`src/rtl/store_buffer.sv`:
```
// store_buffer: in-order queue of formatted stores between the store pipeline
// and the data-memory write port. Drains the head entry whenever memory accepts
// it and flags loads whose bytes overlap any pending or enqueuing store.
module store_buffer #(
    parameter int XLEN  = 32,
    parameter int DEPTH = 4
) (
    input  logic                       i_clk,
    input  logic                       i_rst_n,
    input  logic                       i_enq_valid,
    output logic                       o_enq_ready,
    input  logic [XLEN-1:0]            i_enq_address,
    input  logic [XLEN-1:0]            i_enq_data,
    input  logic [3:0]                 i_enq_byte_enable,
    input  logic                       i_load_valid,
    input  logic [XLEN-1:0]            i_load_address,
    input  logic [3:0]                 i_load_byte_mask,
    output logic                       o_load_hazard,
    output logic                       o_mem_write_valid,
    input  logic                       i_mem_write_ready,
    output logic [XLEN-1:0]            o_mem_address,
    output logic [XLEN-1:0]            o_mem_write_data,
    output logic [3:0]                 o_mem_byte_write_enable,
    output logic [$clog2(DEPTH+1)-1:0] o_count,
    output logic                       o_empty
);

    localparam int PW = $clog2(DEPTH);
    localparam int CW = $clog2(DEPTH+1);
    localparam int AW = XLEN - 2;

    // Word address match with at least one shared byte lane.
    function automatic logic bytes_overlap(
        input logic [AW-1:0] st_word,
        input logic [3:0]    st_be,
        input logic [AW-1:0] ld_word,
        input logic [3:0]    ld_mask
    );
        return (st_word == ld_word) && ((st_be & ld_mask) != 4'b0000);
    endfunction

    // Entry storage (word address only; the low two address bits are always 0)
    logic [AW-1:0]   addr_q [DEPTH];
    logic [XLEN-1:0] data_q [DEPTH];
    logic [3:0]      be_q   [DEPTH];

    logic [PW-1:0] head_q, head_d;
    logic [PW-1:0] tail_q, tail_d;
    logic [CW-1:0] count_q, count_d;

    logic             enq_fire_s;
    logic             enq_write_s;
    logic             deq_fire_s;
    logic             empty_s;
    logic [DEPTH-1:0] entry_valid_s;
    logic             unused_s;

    // Byte offsets within the word are dropped: entries are word-aligned.
    assign unused_s = ^{i_enq_address[1:0], i_load_address[1:0]};

    assign empty_s     = (count_q == {CW{1'b0}});
    assign o_empty     = empty_s;
    assign o_count     = count_q;
    assign o_enq_ready = (count_q != CW'(DEPTH));

    // Handshakes; zero-strobe stores complete the handshake but are never written.
    always_comb begin
        enq_fire_s  = i_enq_valid & o_enq_ready;
        enq_write_s = enq_fire_s & (i_enq_byte_enable != 4'b0000);
        deq_fire_s  = ~empty_s & i_mem_write_ready;
    end

    // Pointer and occupancy next-state.
    always_comb begin
        head_d  = head_q;
        tail_d  = tail_q;
        count_d = count_q;
        if (deq_fire_s) begin
            head_d = head_q + PW'(1);
        end else begin
            head_d = head_q;
        end
        if (enq_write_s) begin
            tail_d = tail_q + PW'(1);
        end else begin
            tail_d = tail_q;
        end
        case ({enq_write_s, deq_fire_s})
            2'b10:   count_d = count_q + CW'(1);
            2'b01:   count_d = count_q - CW'(1);
            default: count_d = count_q;
        endcase
    end

    // Pointer and occupancy registers.
    always_ff @(posedge i_clk or negedge i_rst_n) begin
        if (!i_rst_n) begin
            head_q  <= {PW{1'b0}};
            tail_q  <= {PW{1'b0}};
            count_q <= {CW{1'b0}};
        end else begin
            head_q  <= head_d;
            tail_q  <= tail_d;
            count_q <= count_d;
        end
    end

    // Entry payload registers, written at the tail on an accepted non-empty store.
    always_ff @(posedge i_clk or negedge i_rst_n) begin
        if (!i_rst_n) begin
            for (int i = 0; i < DEPTH; i++) begin
                addr_q[i] <= {AW{1'b0}};
                data_q[i] <= {XLEN{1'b0}};
                be_q[i]   <= 4'b0000;
            end
        end else if (enq_write_s) begin
            addr_q[tail_q] <= i_enq_address[XLEN-1:2];
            data_q[tail_q] <= i_enq_data;
            be_q[tail_q]   <= i_enq_byte_enable;
        end
    end

    // Entry i is live when its distance from head (mod DEPTH) is below count.
    always_comb begin
        logic [PW-1:0] off;
        off           = {PW{1'b0}};
        entry_valid_s = {DEPTH{1'b0}};
        for (int i = 0; i < DEPTH; i++) begin
            off              = PW'(i) - head_q;
            entry_valid_s[i] = ({1'b0, off} < count_q);
        end
    end

    // Load hazard: any live entry (even one draining now) or the store being written now.
    always_comb begin
        logic hit;
        hit = 1'b0;
        for (int i = 0; i < DEPTH; i++) begin
            if (entry_valid_s[i] &&
                bytes_overlap(addr_q[i], be_q[i], i_load_address[XLEN-1:2], i_load_byte_mask)) begin
                hit = 1'b1;
            end else begin
                hit = hit;
            end
        end
        if (enq_write_s &&
            bytes_overlap(i_enq_address[XLEN-1:2], i_enq_byte_enable,
                          i_load_address[XLEN-1:2], i_load_byte_mask)) begin
            hit = 1'b1;
        end else begin
            hit = hit;
        end
        o_load_hazard = i_load_valid & hit;
    end

    // Memory port presents the head entry straight from its registers; zeros when empty.
    always_comb begin
        if (empty_s) begin
            o_mem_write_valid       = 1'b0;
            o_mem_address           = {XLEN{1'b0}};
            o_mem_write_data        = {XLEN{1'b0}};
            o_mem_byte_write_enable = 4'b0000;
        end else begin
            o_mem_write_valid       = 1'b1;
            o_mem_address           = {addr_q[head_q], 2'b00};
            o_mem_write_data        = data_q[head_q];
            o_mem_byte_write_enable = be_q[head_q];
        end
    end

endmodule

```
`config.mk`:
```
export PLATFORM = sky130hd
export DESIGN_NAME = store_buffer
export DESIGN_NICKNAME = d
export VERILOG_FILES = /design/src/rtl/store_buffer.sv
export SDC_FILE = /design/constraint.sdc
export NUM_CORES = 1
export LEC_CHECK = 0
export CORE_MARGIN = 3
export CORE_UTILIZATION = 40
export CTS_CLUSTER_DIAMETER = 30
export CTS_CLUSTER_SIZE = 8
export DETAILED_ROUTE_END_ITERATION = 6
export DONT_BUFFER_PORTS = 1
export GPL_TIMING_DRIVEN = 0
export SLEW_MARGIN = 20
export SYNTH_ARGS = -nofsm -noshare
export SYNTH_HDL_FRONTEND = slang
export SYNTH_SLANG_ARGS = --single-unit
```
`constraint.sdc`:
```
create_clock -name i_clk -period 2.39 [get_ports i_clk]
set_clock_uncertainty 0.2 [all_clocks]
set_input_delay 0.239 -clock i_clk [delete_from_list [all_inputs] [get_ports i_clk]]
set_output_delay 0.239 -clock i_clk [all_outputs]
set_load 0.01 [all_outputs]
```
; Word-level counts from Yosys, hierarchy flattened
; Cells that the tools add are included.
[op_classes]
bitwise = 12
magnitude_cmp = 7
n_reduce_logical = 19
n_eq_ne = 8
mux = 28
addsub = 8
[op_table]
columns = op, count
row1 = $mux 32, 5
row2 = $eq 30x30->1, 5
row3 = $bwmux 128, 1
row4 = $bwmux 120, 1
row5 = $mux 30, 3
row6 = $bmux 32 s2, 1
row7 = $demux 32 s2, 1
row8 = $bmux 30 s2, 1
row9 = $demux 30 s2, 1
row10 = $reduce_bool 4->1, 6
row11 = $and 4x4->4, 5
row12 = $bwmux 16, 1
row13 = $mux 4, 4
row14 = $lt 2x3->1, 4
row15 = $logic_and 1x1->1, 11
row16 = $bmux 4 s2, 1
row17 = $demux 4 s2, 1
row18 = $ge 3x3->1 const B, 2
row19 = $mux 1, 6
row20 = $not 2->3, 2
row21 = $pmux 3 s2, 1
row22 = $add 2x1->2 const B, 2
row23 = $and 1x1->1, 4
row24 = $sub 1x2->2 const A, 2
row25 = 10 further kinds, 11
[totals]
inputBits = 109
reg_bits = 271
output_inout_bits = 75
word_cells = 97

; Logic depth before layout (Yosys ltp)
[depth]
ltp_word = 10
ltp_mapped = 9
ltp_nobuf = 9

; Worst setup path after synthesis
; OpenSTA, ideal clock, no wires.
[synth_timing]
path_kind = register to output
startpoint = reg head_q[1]
endpoint = out o_load_hazard
required_ns = 1.951
path_stages_with_launch = 10
path_slack_ns = 0.013
path_buffers = 2
arrival_ns = 1.938
cell_sequence = dfrtp_1 -> clkbuf_1 -> buf_1 -> xor2_1 -> inv_1 -> ha_1 -> a21oi_1 -> o2111ai_1 -> o22ai_1 -> o31a_1
[synth_between]
elab_chain_cells = 9
word_cells_on_any_way = 18
classes_between = 4 x add/sub / 4 x order compare / 5 x mux / 1 x bitwise / 4 x reduce/logical
[synth_rtl]
columns = element, line
row1 = from (decl), 47  ; logic [PW-1:0] head_q, head_d;
row2 = from (signal assigned), 98  ; head_q <= {PW{1'b0}};
row3 = $sub 1x2->2, 129  ; off = PW'(i) - head_q;
row4 = $lt 2x3->1, 130  ; entry_valid_s[i] = ({1'b0, off} < count_q);
row5 = $logic_and 1x1->1, 139  ; if (entry_valid_s[i] &&
row6 = $mux 1 (3 in a row), 139
row7 = $mux 1 (*), 139
row8 = $mux 1 (*), 146  ; if (enq_write_s &&
row9 = $and 1x1->1 (*), 153  ; o_load_hazard = i_load_valid & hit;
row10 = to (decl), 18  ; output logic o_load_hazard,
; Every way passes the cells marked *; elsewhere a longest branch is shown, timed or not.

; Worst setup path after layout
; Same ends and word-level chain as after synthesis.

==> run metrics <==
clk sinks=approximately 270; total power=0.0349 W; Cells after DPL=between 1000 and 1500; Critical Path Fanout Max=3; Hold Slack=-0.842 ns; Setup-failing EPs final=68; CP max stage cell=dfrtp_1; initial antenna violation count=3; CP Buf/Inv Count=2; Flop pwr share=0.254; critical path cell sequence=clkbuf_8 > buf_12 > xor2_2 > ha_1 > a21oi_2 > o2111ai_2 > nor4_2 > o31a_1; status=finished, violations left; Ys Warns=0; Clock Tree Root=clkbuf_16; GRT overflow=0; CP Depth=8; vias per cell=around 5.4; die height=199 um; failing checks=hold timing, setup timing; leading cell type in the layout, fill and taps excluded=dfrtp_1; CP endpoint kind=output pin; Max IR drop VDD=around 0.7 mV; IO buf count=0; Pins Over Slew Limit=0; Hold Vio Cnt, Final=~270; I/O pin count=about 180; Row Count=70; syn_area_per_cell=between 10 and 15 um^2; fraction of layout instances using a drive strength above 1=0.518; Final Routed Wirelength=around 45 mm; CP top delay family=compound AO/OA/AOI/OAI gates; max_cap viols=0; CP arrival=between 2 and 3 ns; unrepaired setup endpoints after global routing=true; via count=9391; Synth-to-Final Area Change=35.2%; first-pass GRT wire length=between 60 and 70 mm; largest net degree at the start of global routing=between 200 and 300; register bit total from synthesis=between 200 and 300; DR iter-0 viols=roughly 520; H-tree depth=3; FMAX=roughly 340 MHz; number of global-route vias before repair=10200; most frequent cells in the layout=267 x dfrtp_1, 160 x mux2_4, 104 x mux2_2, 91 x clkbuf_16, 90 x xnor2_1; core region area=roughly 0.037 mm^2; Starting Density=0.407; Logic pwr share=0.436; Worst setup SP type=flop; antenna violation net count after detailed routing=0; Worst-Skew Late Latency=about 0.57 ns; # diodes=0; FFs w/ async S/R, synth=1.00; prevailing post-synth register cell=dfrtp_1; Non-Filler Instances=approximately 1700; crit-path max cell delay=~0.38 ns; Num CTS Buffers=between 70 and 80; Power Internal=between 0.02 and 0.025 W; crit path time final=between 2 and 3 ns; GR Util met3=0.0633; Final Cycle Share=1.23; Residual DRC=0; gr busiest metal=met2; first-pass detailed-route iteration total=4; fin nets=around 1300; Cells after Synth=approximately 1000; worst setup path startpoint=head_q[1]; Setup CP Type=flop to output pin; critical path endpoint=o_load_hazard; DR WL/cell=about 26 um; pre-CTS setup slack=-0.769 ns; r2r setup slk=-0.07 ns; detailed-placement wirelength estimate=28.8 mm; WP data required=1.95 ns; NetSw=between 0.01 and 0.015 W; clock tree buffer depth=3; worst slew pin tran=a little over 0.7 ns; DIE AREA=between 0.03 and 0.04 mm^2; Die X=between 150 and 200 um; Worst slew margin=0.527; gr usage total=0.225; Clock Power Share=0.310; EDFF count, synth=0; GRT met2 Usage=0.353; Reg-to-Reg End=o_count[2]; mapped cell area=roughly 0.015 mm^2; worst reg2reg startpoint=o_count[0]; Hold Buf Count CTS=68; Routability Congestion=between 0.9 and 1; number of distinct library cells after synthesis=36; R2R cell count=9; Seq/Total Area, Yosys=0.455; sw frac=0.317; HP Class=input pin to async pin; Leak=9.00 nW; power density over the cells=~1700 mW/mm^2; CTS tree=yes; clk slew on worst S/H paths=about 0.050 ns; GRT met1 Usage=0.302; Final WS setup=-0.558 ns
==> what timing repair did <==
item,in CTS,in global routing
setup endpoints to repair,71,70
resized for setup,191,38
cloned,8,3
endpoints found under the hold margin,542,271
pin swaps,46,29
setup buffers,18,12
==> cells by family (layout without fill, tap and decap cells) <==
logic type,after synthesis,in the layout,share of synthesized area
buf+inv,93,337,0.0354
mux,330,330,0.340
compound gates,25,25,0.0134
flops,271,271,0.455
other cells,1,2,0.000252
fa+ha+maj,10,10,0.00891
xor+xnor,157,157,0.0923
simple gates,132,132,0.0547
==> synthesized netlist by cell type (2+ instances only) <==
cell       instances  share of area
dfrtp_1          271           0.46
mux2_4           160           0.16
mux2_2           104          0.079
xnor2_1           95          0.056
and2_1            67          0.028
mux4_2            66           0.10
xor2_1            62          0.036
clkbuf_1          45          0.011
nand4_1           24          0.010
buf_6             20          0.015
nor4_1            20         0.0084
buf_2             16         0.0054
ha_1               9         0.0076
inv_1              9         0.0023
nand2_1            9         0.0023
a22oi_1            6         0.0030
a21oi_1            4         0.0013
nand2_4            4         0.0030
o2111ai_1          4         0.0024
a221oi_1           2         0.0012
a22o_1             2         0.0012
buf_4              2         0.0010
nand3_1            2        0.00067
nor2_1             2        0.00050
o21ai_0            2        0.00067
o22ai_1            2        0.00084
==> sequential cells by signal (all words and copies together), names as in the netlist <==
signal / count
data_q: 128
addr_q: 120
be_q: 16
o_count: 3
head_q: 2
tail_q: 2
==> cell type report <==
class,instances,area [um^2]
inverters,9,36.3
fillers,2991,16500
well taps,468,586
repair buffers,107,1290
plain buffers,80,761
clock inverters,39,554
multi-input cells,656,7900
flip-flops and latches,271,6790
clock buffers,102,2210
==> power by group through the flow <==
stage / Clock, W / Sequential [W] / Combinational (W)
after floorplan: 0 / 0.00823 / 0.00961
after global placement: 0 / 0.00872 / 0.0119
after detailed placement: 0 / 0.00880 / 0.0121
after CTS: 0.0110 / 0.00880 / 0.0148
after global routing: 0.0113 / 0.00918 / 0.0160
final: 0.0108 / 0.00886 / 0.0152
==> layer usage <==
| layer | wire length, um | vias up | part of all wire |
|---|---|---|---|
| met4 | 1250 | 6 | 0.028 |
| met3 | 2830 | 90 | 0.063 |
| li1 | - | 4048 | - |
| met1 | 19700 | 4968 | 0.44 |
| met5 | 42 | - | 0.00094 |
| met2 | 21000 | 279 | 0.47 |
==> worst min-delay path by stage <==
stage / from / endpoint / depth (start not counted)
finish: i_rst_n / data_q[45] / 0
global route: i_rst_n / data_q[75] / 0
CTS: i_rst_n / data_q[72] / 0
detailed placement: i_rst_n / data_q[107] / 0
global placement: i_rst_n / data_q[107] / 0
floorplan: i_rst_n / addr_q[0] / 0
==> per-stage QoR <==
step / util / area [um^2] / setup TNS [ns]
2_1_floorplan: - / 14900 / 0
3_3_place_gp: 0.423 / 15500 / -15.01
3_5_place_dp: 0.423 / 15500 / -15.21
4_1_cts: 0.543 / 19900 / -15.72
5_1_grt: 0.550 / 20100 / -19.06
6_report: 0.550 / 20100 / -16.04
No activity file was read; power rests on OpenSTA's default activity.
